<file path="src/rtl/vga_pkg.sv">
// Default 640x480@60 timing constants and the shared colour type for the VGA scan generator.
// Also holds the colour-bar lookup used when VGA_TESTBARS_EN is defined.
package vga_pkg;

  localparam int CNT_W = 10;

  localparam int H_ACTIVE_DEF = 640;
  localparam int H_FP_DEF     = 16;
  localparam int H_SYNC_DEF   = 96;
  localparam int H_BP_DEF     = 48;
  localparam int H_TOTAL_DEF  = H_ACTIVE_DEF + H_FP_DEF + H_SYNC_DEF + H_BP_DEF;
  localparam int HS_START_DEF = H_ACTIVE_DEF + H_FP_DEF;
  localparam int HS_END_DEF   = HS_START_DEF + H_SYNC_DEF;

  localparam int V_ACTIVE_DEF = 480;
  localparam int V_FP_DEF     = 10;
  localparam int V_SYNC_DEF   = 2;
  localparam int V_BP_DEF     = 33;
  localparam int V_TOTAL_DEF  = V_ACTIVE_DEF + V_FP_DEF + V_SYNC_DEF + V_BP_DEF;
  localparam int VS_START_DEF = V_ACTIVE_DEF + V_FP_DEF;
  localparam int VS_END_DEF   = VS_START_DEF + V_SYNC_DEF;

  typedef struct packed {
    logic [7:0] r;
    logic [7:0] g;
    logic [7:0] b;
  } rgb_t;

  // Bar order white, yellow, cyan, green, magenta, red, blue, black falls out of
  // the index bits: red off for idx[1], green off for idx[2], blue off for idx[0].
  function automatic rgb_t bar_colour(input logic [2:0] idx);
    rgb_t c;
    c.r = {8{~idx[1]}};
    c.g = {8{~idx[2]}};
    c.b = {8{~idx[0]}};
    return c;
  endfunction

endpackage

</file>
<file path="src/rtl/vga_timing_gen_axis_counter.sv">
// One scan axis: a wrapping position counter with its visible-region and sync-window decodes.
// Used once for the horizontal axis (en = pixel tick) and once for vertical (en = line wrap).
module vga_axis_counter
  import vga_pkg::*;
#(
  parameter int ACTIVE = H_ACTIVE_DEF,
  parameter int FP     = H_FP_DEF,
  parameter int SYNC   = H_SYNC_DEF,
  parameter int BP     = H_BP_DEF
) (
  input  logic             clk,
  input  logic             rst_n,
  input  logic             en,
  output logic [CNT_W-1:0] count,
  output logic             wrap,
  output logic             active,
  output logic             sync_n
);

  localparam int TOTAL      = ACTIVE + FP + SYNC + BP;
  localparam int SYNC_START = ACTIVE + FP;
  localparam int SYNC_END   = SYNC_START + SYNC;

  logic [CNT_W-1:0] count_q, count_d;

  always_comb begin
    wrap    = en && (count_q == CNT_W'(TOTAL - 1));
    count_d = count_q;
    if (wrap) begin
      count_d = '0;
    end else if (en) begin
      count_d = count_q + 1'b1;
    end
  end

  always_ff @(posedge clk or negedge rst_n) begin
    if (!rst_n) begin
      count_q <= '0;
    end else begin
      count_q <= count_d;
    end
  end

  assign count  = count_q;
  assign active = (count_q < CNT_W'(ACTIVE));
  assign sync_n = !((count_q >= CNT_W'(SYNC_START)) && (count_q < CNT_W'(SYNC_END)));

endmodule

</file>
<file path="src/rtl/vga_timing_gen.sv">
// VGA scan/timing generator: emits x/y to the pixel colour logic and a one-pixel-delayed,
// blanked colour plus syncs to the DAC. Optional colour bars under macro VGA_TESTBARS_EN.
module vga_timing_gen
  import vga_pkg::*;
#(
  parameter int CLK_DIV  = 2,
  parameter int H_ACTIVE = H_ACTIVE_DEF,
  parameter int H_FP     = H_FP_DEF,
  parameter int H_SYNC   = H_SYNC_DEF,
  parameter int H_BP     = H_BP_DEF,
  parameter int V_ACTIVE = V_ACTIVE_DEF,
  parameter int V_FP     = V_FP_DEF,
  parameter int V_SYNC   = V_SYNC_DEF,
  parameter int V_BP     = V_BP_DEF
) (
  input  logic             clk,
  input  logic             rst_n,
  input  logic             test_mode,
  input  logic [7:0]       r_in,
  input  logic [7:0]       g_in,
  input  logic [7:0]       b_in,
  output logic [CNT_W-1:0] x,
  output logic [CNT_W-1:0] y,
  output logic             vga_clk,
  output logic             vga_hs,
  output logic             vga_vs,
  output logic             vga_blank_n,
  output logic             vga_sync_n,
  output logic [7:0]       vga_r,
  output logic [7:0]       vga_g,
  output logic [7:0]       vga_b,
  output logic             frame_start
);

  logic div_q, div_d, pix_en;

  // The pixel tick is the cycle the divider sits at 1, so the DAC clock (the
  // divider bit itself) falls as outputs change and rises mid-pixel.
  generate
    if (CLK_DIV == 1) begin : g_div1
      assign pix_en  = 1'b1;
      assign div_d   = 1'b0;
      assign vga_clk = ~clk;
    end else begin : g_div2
      assign pix_en  = div_q;
      assign div_d   = ~div_q;
      assign vga_clk = div_q;
    end
  endgenerate

  logic [CNT_W-1:0] h_count, v_count;
  logic             h_wrap, h_active, h_sync_n;
  logic             v_wrap, v_active, v_sync_n;

  vga_axis_counter #(.ACTIVE(H_ACTIVE), .FP(H_FP), .SYNC(H_SYNC), .BP(H_BP)) u_h (
    .clk(clk), .rst_n(rst_n), .en(pix_en),
    .count(h_count), .wrap(h_wrap), .active(h_active), .sync_n(h_sync_n)
  );

  vga_axis_counter #(.ACTIVE(V_ACTIVE), .FP(V_FP), .SYNC(V_SYNC), .BP(V_BP)) u_v (
    .clk(clk), .rst_n(rst_n), .en(h_wrap),
    .count(v_count), .wrap(v_wrap), .active(v_active), .sync_n(v_sync_n)
  );

  rgb_t pix_rgb;

`ifdef VGA_TESTBARS_EN
  logic [2:0] bar_idx;
  assign bar_idx = 3'(h_count / CNT_W'(80));
  always_comb begin
    pix_rgb = '{r: r_in, g: g_in, b: b_in};
    if (test_mode) begin
      pix_rgb = bar_colour(bar_idx);
    end
  end
`else
  logic unused_test_mode;
  assign unused_test_mode = test_mode;
  assign pix_rgb = '{r: r_in, g: g_in, b: b_in};
`endif

  logic hs_q, hs_d, vs_q, vs_d, blank_n_q, blank_n_d;
  logic fs_q, fs_d, at_origin_q, at_origin_d;
  rgb_t rgb_q, rgb_d;

  // at_origin marks that the counters sit at (0,0) and the next tick outputs it.
  always_comb begin
    hs_d        = hs_q;
    vs_d        = vs_q;
    blank_n_d   = blank_n_q;
    rgb_d       = rgb_q;
    fs_d        = pix_en && at_origin_q;
    at_origin_d = at_origin_q;
    if (v_wrap) begin
      at_origin_d = 1'b1;
    end else if (pix_en) begin
      at_origin_d = 1'b0;
    end
    if (pix_en) begin
      hs_d      = h_sync_n;
      vs_d      = v_sync_n;
      blank_n_d = h_active && v_active;
      rgb_d     = (h_active && v_active) ? pix_rgb : '0;
    end
  end

  always_ff @(posedge clk or negedge rst_n) begin
    if (!rst_n) begin
      div_q       <= 1'b0;
      hs_q        <= 1'b1;
      vs_q        <= 1'b1;
      blank_n_q   <= 1'b0;
      rgb_q       <= '0;
      fs_q        <= 1'b0;
      at_origin_q <= 1'b1;
    end else begin
      div_q       <= div_d;
      hs_q        <= hs_d;
      vs_q        <= vs_d;
      blank_n_q   <= blank_n_d;
      rgb_q       <= rgb_d;
      fs_q        <= fs_d;
      at_origin_q <= at_origin_d;
    end
  end

  assign x           = h_count;
  assign y           = v_count;
  assign vga_hs      = hs_q;
  assign vga_vs      = vs_q;
  assign vga_blank_n = blank_n_q;
  assign vga_sync_n  = 1'b0;
  assign vga_r       = rgb_q.r;
  assign vga_g       = rgb_q.g;
  assign vga_b       = rgb_q.b;
  assign frame_start = fs_q;

endmodule

</file>
<file path="config.mk">
export PLATFORM = sky130hd
export DESIGN_NAME = vga_timing_gen
export DESIGN_NICKNAME = d
export VERILOG_FILES = /design/src/rtl/vga_pkg.sv /design/src/rtl/vga_timing_gen_axis_counter.sv /design/src/rtl/vga_timing_gen.sv
export SDC_FILE = /design/constraint.sdc
export NUM_CORES = 1
export LEC_CHECK = 0
export CAP_MARGIN = 20
export CORE_UTILIZATION = 35
export CTS_CLUSTER_DIAMETER = 40
export DETAILED_ROUTE_END_ITERATION = 6
export PLACE_DENSITY_LB_ADDON = 0.1
export SYNTH_ARGS = -nofsm -noshare
export SYNTH_HDL_FRONTEND = slang
export SYNTH_SLANG_ARGS = --single-unit
</file>
<file path="constraint.sdc">
create_clock -name clk -period 3.15 [get_ports clk]
set_input_delay 0.4725 -clock clk [delete_from_list [all_inputs] [get_ports clk]]
set_output_delay 0.4725 -clock clk [all_outputs]
set_load 0.005 [all_outputs]
</file>
; Word level (Yosys, flattened, before mapping)
; Index checks and enable logic that the tools add are counted.
[totals]
out_inout_bits = 50
input_bits = 27
register_bits = 50
word_cells = 40
[classes]
n_addsub = 2
magnitude_cmp = 6
eq_ne = 2
muxes = 7
n_bitwise = 1
reduce_logical = 11
[op_table]
columns = operator, n
row1 = 10-bit 2-to-1 mux, 4
row2 = 24-bit 2-to-1 mux, 1
row3 = 10-bit by 1-bit adder with 10-bit output (second input constant), 2
row4 = 10-bit == test (second input constant), 2
row5 = 10-bit less-than comparator (second input constant), 2
row6 = 10-bit by 9-bit less-than comparator with 1-bit output (second input constant), 2
row7 = 10-bit greater-or-equal comparator (second input constant), 1
row8 = 10-bit by 9-bit greater-or-equal comparator with 1-bit output (second input constant), 1
row9 = 1-bit logical AND, 6
row10 = 2-bit nonzero test, 3
row11 = 1-bit zero test, 2
row12 = 1-bit 2-to-1 mux, 2
row13 = 1-bit inverter, 1

; Depth between registers and ports, before layout
[logic_depth]
depth_word = 4
mapped_depth = 8
ltp_nobuf = 6

; Cells and area by module
; Synthesis repeated with hierarchy kept, for this count alone.
[unflattened]
cells_unflattened = 206
area_unflattened_um2 = 2443.6
[by_module_without_submodules]
columns = mod, n_inst, cells_per_inst, seq_area_each_um2, area_each_um2
row1 = vga_timing_gen, 1, 95, 754.5, 1321.3
row2 = vga_axis_counter (u_h), 1, 56, 250.2, 565.5
row3 = vga_axis_counter (u_v), 1, 55, 250.2, 556.8

; Worst setup path before layout
; Ideal clock, no wire load.
[synth_path]
kind = reg-to-reg
from = register u_h.count_q[0], in the netlist u_h.count[0]
to = register u_v.count_q[3], in the netlist u_v.count[3]
setup_slack_ps = 1599
synth_period_minus_slack_ps = 1551
arrival_ps = 1425
setup_ps = 126
required_time_ps = 3024
n_path_buf = 3
path_stages_with_launch = 9
path_cell_list = dfrtp_1 > ha_1 > and4_1 > buf_4 > and3_1 > buf_4 > buf_6 > nand3_1 > nand3_1
[synth_between]
elab_chain_cells = 4
elab_cells_between_ends = 5
classes_between = eq/ne: 1 / mux: 1 / reduce/logical: 3
[synth_lines]
columns = item, line_no
row1 = start: declaration, vga_timing_gen_axis_counter.sv:24  ; logic [CNT_W-1:0] count_q, count_d;
row2 = start signal: assignment, vga_timing_gen_axis_counter.sv:40  ; count_q <= count_d;
row3 = 10-bit == test (*), vga_timing_gen_axis_counter.sv:27  ; wrap = en && (count_q == CNT_W'(TOTAL - 1));
row4 = 1-bit logical AND (*), vga_timing_gen_axis_counter.sv:27
row5 = 1-bit logical AND, vga_timing_gen_axis_counter.sv:27
row6 = 10-bit 2-to-1 mux or 2-bit nonzero test (tied branches), --
row7 = end signal: assignment, vga_timing_gen_axis_counter.sv:40
row8 = end: declaration, vga_timing_gen_axis_counter.sv:24
; Mark *: on every way between the ends. The rest lies on a longest branch, timed or not.
; A chain may end at the register's enable or synchronous reset.

; Worst setup path in the final report
[layout_path]
from = register u_h.count_q[0], in the netlist u_h.count[0]
to = register u_v.count_q[8], in the netlist u_v.count[8]
; The elaborated chain is that of the path after synthesis.

==> run summary <==
CTS
--------------------------------------------------------------------------------
Root Driver                                                         sky130_fd_sc_hd__clkbuf_8
# clock sinks                                                                 50
CTS tree                                                                     yes
CTS Buf Count                                                                  5
Clock tree buffer depth                                                        2
Number of buffers added for setup after CTS                                    0
Post-cts hold buffer count                                                     0
CTS clock-pin slew for the worst setup and hold paths                    0.11 ns
H-tree lvl count                                                               2
Worst skew pair latency                                                  0.31 ns
Post-cts gate resize count                                                     0

SYNTH
--------------------------------------------------------------------------------
Most used flip-flop cell after synthesis                            sky130_fd_sc_hd__dfrtp_1
Cell types occupying the most area after synthesis                  sky130_fd_sc_hd__dfrtp_1 (55%), sky130_fd_sc_hd__a22o_1 (9.8%), sky130_fd_sc_hd__dfstp_2 (3.7%), sky130_fd_sc_hd__xnor2_1 (2.4%), sky130_fd_sc_hd__ha_1 (2.3%)
Post-synth EDFFs                                                               0
Sequential-to-total area share from yosys stat                            58.35%
Yosys cell types                                                              35
Synth Cell Area                                                         2151 µm²
Total nets after synthesis                                                   213
Synthesized instance count                                                   182
Synth Warn #                                                                   0
Average footprint of a synthesized cell                                11.82 µm²
Post-synth top area share                                                 54.68%
Biggest area consumer among synthesized cells                       sky130_fd_sc_hd__dfrtp_1
FF+latch count, synth                                                         50
Share of synthesized registers carrying an async set or reset             100.0%

DETAILED ROUTING
--------------------------------------------------------------------------------
Total routed wirelength                                                  4767 µm
Router iterations before antenna repair                                        4
Detailed-route wire length on metal 1                                    2332 µm
Detailed route wirelength on metal3                                       250 µm
Top layer used by detailed routing                                          met4
Number of design rule violations left after detail routing                     0
Post-DR wirelength/cell                                                 14.40 µm
DR WL met2                                                               2133 µm
Via density per instance                                                   4.997
Vias post-DR                                                                1654
DRC violation total after the first TritonRoute iteration                     61
Detail Route Antenna Nets                                                      0

FINISH
--------------------------------------------------------------------------------
N_diodes                                                                       0
Proportion of layout cells with a drive suffix above 1                    5.859%
Final nets                                                                   286
Final standard cell utilization of the core                               50.97%
Area Growth Syn to Fin                                                    40.31%
Non-filler cells, final                                                      331
Fill cell total of the finished layout                                       553
Area of combinational cells with multiple inputs                       787.0 µm²
Sequential Area                                                         1255 µm²

SETUP PATH
--------------------------------------------------------------------------------
Top fanout value on the critical path                                         15
Startpoint Class                                                            flop
Critical path class                                                      reg2reg
Data required, critical path                                             3.35 ns
Arrival time worst endpoint                                              2.19 ns
Endpoint class of the critical path                                         flop

STATUS
--------------------------------------------------------------------------------
Outcome                                                             finished clean

PLACEMENT
--------------------------------------------------------------------------------
DP HPWL                                                                  3263 µm
Gp weighted congestion                                                    0.7484
Pre-CTS setup slack                                                     1.167 ns
IO Port Bufs                                                                  74
Total placed cells including tap cells                                       323

TIMING
--------------------------------------------------------------------------------
Maximum frequency from static timing analysis                         0.5015 GHz
Transition time at the pin with the least slew margin                  0.9354 ns
Number of hold violations in the final report                                  0
Setup slack of the critical path after layout                           1.156 ns
Setup TNS after final layout                                                0 ns
Hold slack final                                                      0.05564 ns
Final setup viols                                                              0
Crit share post-route                                                     63.30%
Slew HR                                                                   37.64%
Worst clock skew on the final layout                                  0.01243 ns
Unrepaired setup endpoints after global routing                            false
Final number of max-transition violations                                      0
Final critical path time including I/O delays and setup                 1.994 ns

DIE
--------------------------------------------------------------------------------
I/O pin total                                                                 77
Initial core utilization                                                  36.33%
Row count                                                                     28
Die width                                                               80.39 µm
Core area                                                               5921 µm²
Die outline height                                                      80.39 µm
Total Die Area                                                          6463 µm²

POWER AND IR DROP
--------------------------------------------------------------------------------
Areal power density over the cells                                  385.7 nW/µm²
Worst vdd rail ir drop                                                  166.2 µV
Leakage component of the power                                          1.360 nW

GLOBAL ROUTE
--------------------------------------------------------------------------------
Number of global-route vias before repair                                   1528
Aggregate global routing overflow                                              0
Global-route wire length before repair                                   7534 µm
Largest net degree at the start of global routing                             36
Number of antenna violations at the first check in global routing              0
Overall Global Routing Usage                                              15.19%

JOB
--------------------------------------------------------------------------------
Number of max-cap violations                                                   0

WORST HOLD PATH
--------------------------------------------------------------------------------
Path category of the worst min-delay check                              in2async

## sequential cells by signal, summed over array words and instances (netlist names)
| signal | flops |
|---|---|
| at_origin_q | 1 |
| frame_start | 1 |
| u_h.count | 10 |
| u_v.count | 10 |
| vga_b | 8 |
| vga_blank_n | 1 |
| vga_clk | 1 |
| vga_g | 8 |
| vga_hs | 1 |
| vga_r | 8 |
| vga_vs | 1 |
## metrics by stage
| stage | area, µm² | total power [mW] |
|---|---|---|
| floorplan | 2151 | 0.6939 |
| CTS | 3018 | 1.184 |
| global route | 3018 | 1.219 |
| global placement | 2920 | 0.7707 |
| detailed placement | 2920 | 0.7712 |
| finish | 3018 | 1.164 |
## final cells by class
type	instances	share of cell area, %
clock buffer	5	2.280
clock inverter	3	0.9536
inverter	7	0.8706
multi-input combinational	114	26.08
sequential	50	41.58
tap	75	3.109
timing repair buffer	77	25.12
## path summary, 6_finish.rpt
path	from	endpoint	slack, ns	depth (start not counted)
max in group asynchronous	rst_n	at_origin_q$_DFFE_PN1P_	2.31	2
min reg2reg	at_origin_q$_DFFE_PN1P_	at_origin_q$_DFFE_PN1P_	0.49	1
min	rst_n	u_h.count[6]$_DFFE_PN0P_	0.06	1
min in group clk	at_origin_q$_DFFE_PN1P_	at_origin_q$_DFFE_PN1P_	0.49	1
max reg2reg	u_h.count[0]$_DFFE_PN0P_	u_v.count[8]$_DFFE_PN0P_	1.16	5
max	u_h.count[0]$_DFFE_PN0P_	u_v.count[8]$_DFFE_PN0P_	1.16	5
## power by group
group	switching (mW)	total, mW	internal, mW
clock	0.241	0.407	0.167
combinational	0.0277	0.0910	0.0633
sequential	0.00854	0.666	0.657
## worst max-delay path, cell delays in order (launching register included)
cell                      delay (ns)
sky130_fd_sc_hd__dfrtp_1        0.46
sky130_fd_sc_hd__ha_1           0.20
sky130_fd_sc_hd__and4_1         0.30
sky130_fd_sc_hd__and3_1         0.55
sky130_fd_sc_hd__nand4_1        0.21
sky130_fd_sc_hd__xnor2_1        0.16
## synthesized netlist by cell type (2+ instances only)
cell / instances
sky130_fd_sc_hd__ha_1: 4
sky130_fd_sc_hd__a21oi_1: 3
sky130_fd_sc_hd__a31oi_1: 2
sky130_fd_sc_hd__and4_1: 2
sky130_fd_sc_hd__buf_4: 3
sky130_fd_sc_hd__dfrtp_1: 47
sky130_fd_sc_hd__and3_1: 5
sky130_fd_sc_hd__clkbuf_1: 4
sky130_fd_sc_hd__nand4_1: 8
sky130_fd_sc_hd__xor2_1: 5
sky130_fd_sc_hd__o21ai_1: 2
sky130_fd_sc_hd__nor3_1: 5
sky130_fd_sc_hd__mux2i_1: 4
sky130_fd_sc_hd__nand3_1: 9
sky130_fd_sc_hd__dfstp_2: 3
sky130_fd_sc_hd__inv_1: 6
sky130_fd_sc_hd__nand2_1: 10
sky130_fd_sc_hd__nor2_1: 11
sky130_fd_sc_hd__a22o_1: 24
sky130_fd_sc_hd__o21ai_0: 2
sky130_fd_sc_hd__buf_6: 4
sky130_fd_sc_hd__xnor2_1: 6
## per-layer routing
metal  GRT usage [%]  up-vias
met5               0        -
met4           4.286        0
met3           4.432        6
met2           22.80       41
met1           21.17      806
li1                -      801
## cell usage in the layout (no fill, tap or decap), drive strengths merged
cell type and n:
and3 5, dfrtp 47, and4bb 1, nor3 5, o21ai 4, nand2 10, clkdlybuf4s50 73, clkinv 2
a22o 24, a31oi 2, xor2 5, buf 4, mux2i 4, inv 8, conb 1, nor2 11
nand3 9, ha 4, and4 2, dfstp 3, nand4 8, nand4b 1, nor4 1, or4b 1
clkbuf 5, and2 1, a21oi 3, xnor2 6, nand2b 1, nor4bb 1, nor2b 1, o2bb2ai 1
a21o 1, o31a 1
## logic make-up after synthesis
kind of cell               after synthesis  share of synthesized area, %
xor gates and xnor gates                11                         4.479
other                                    1                        0.1744
AOI/OAI and AO/OA                       36                         13.15
and+or+nand+nor                         58                         14.60
adders and majority gates                4                         2.327
muxes                                    4                         1.862
DFF                                     50                         58.35
buffers and inverters                   18                         5.060
Note: power is estimated with default switching activity, not from simulation.
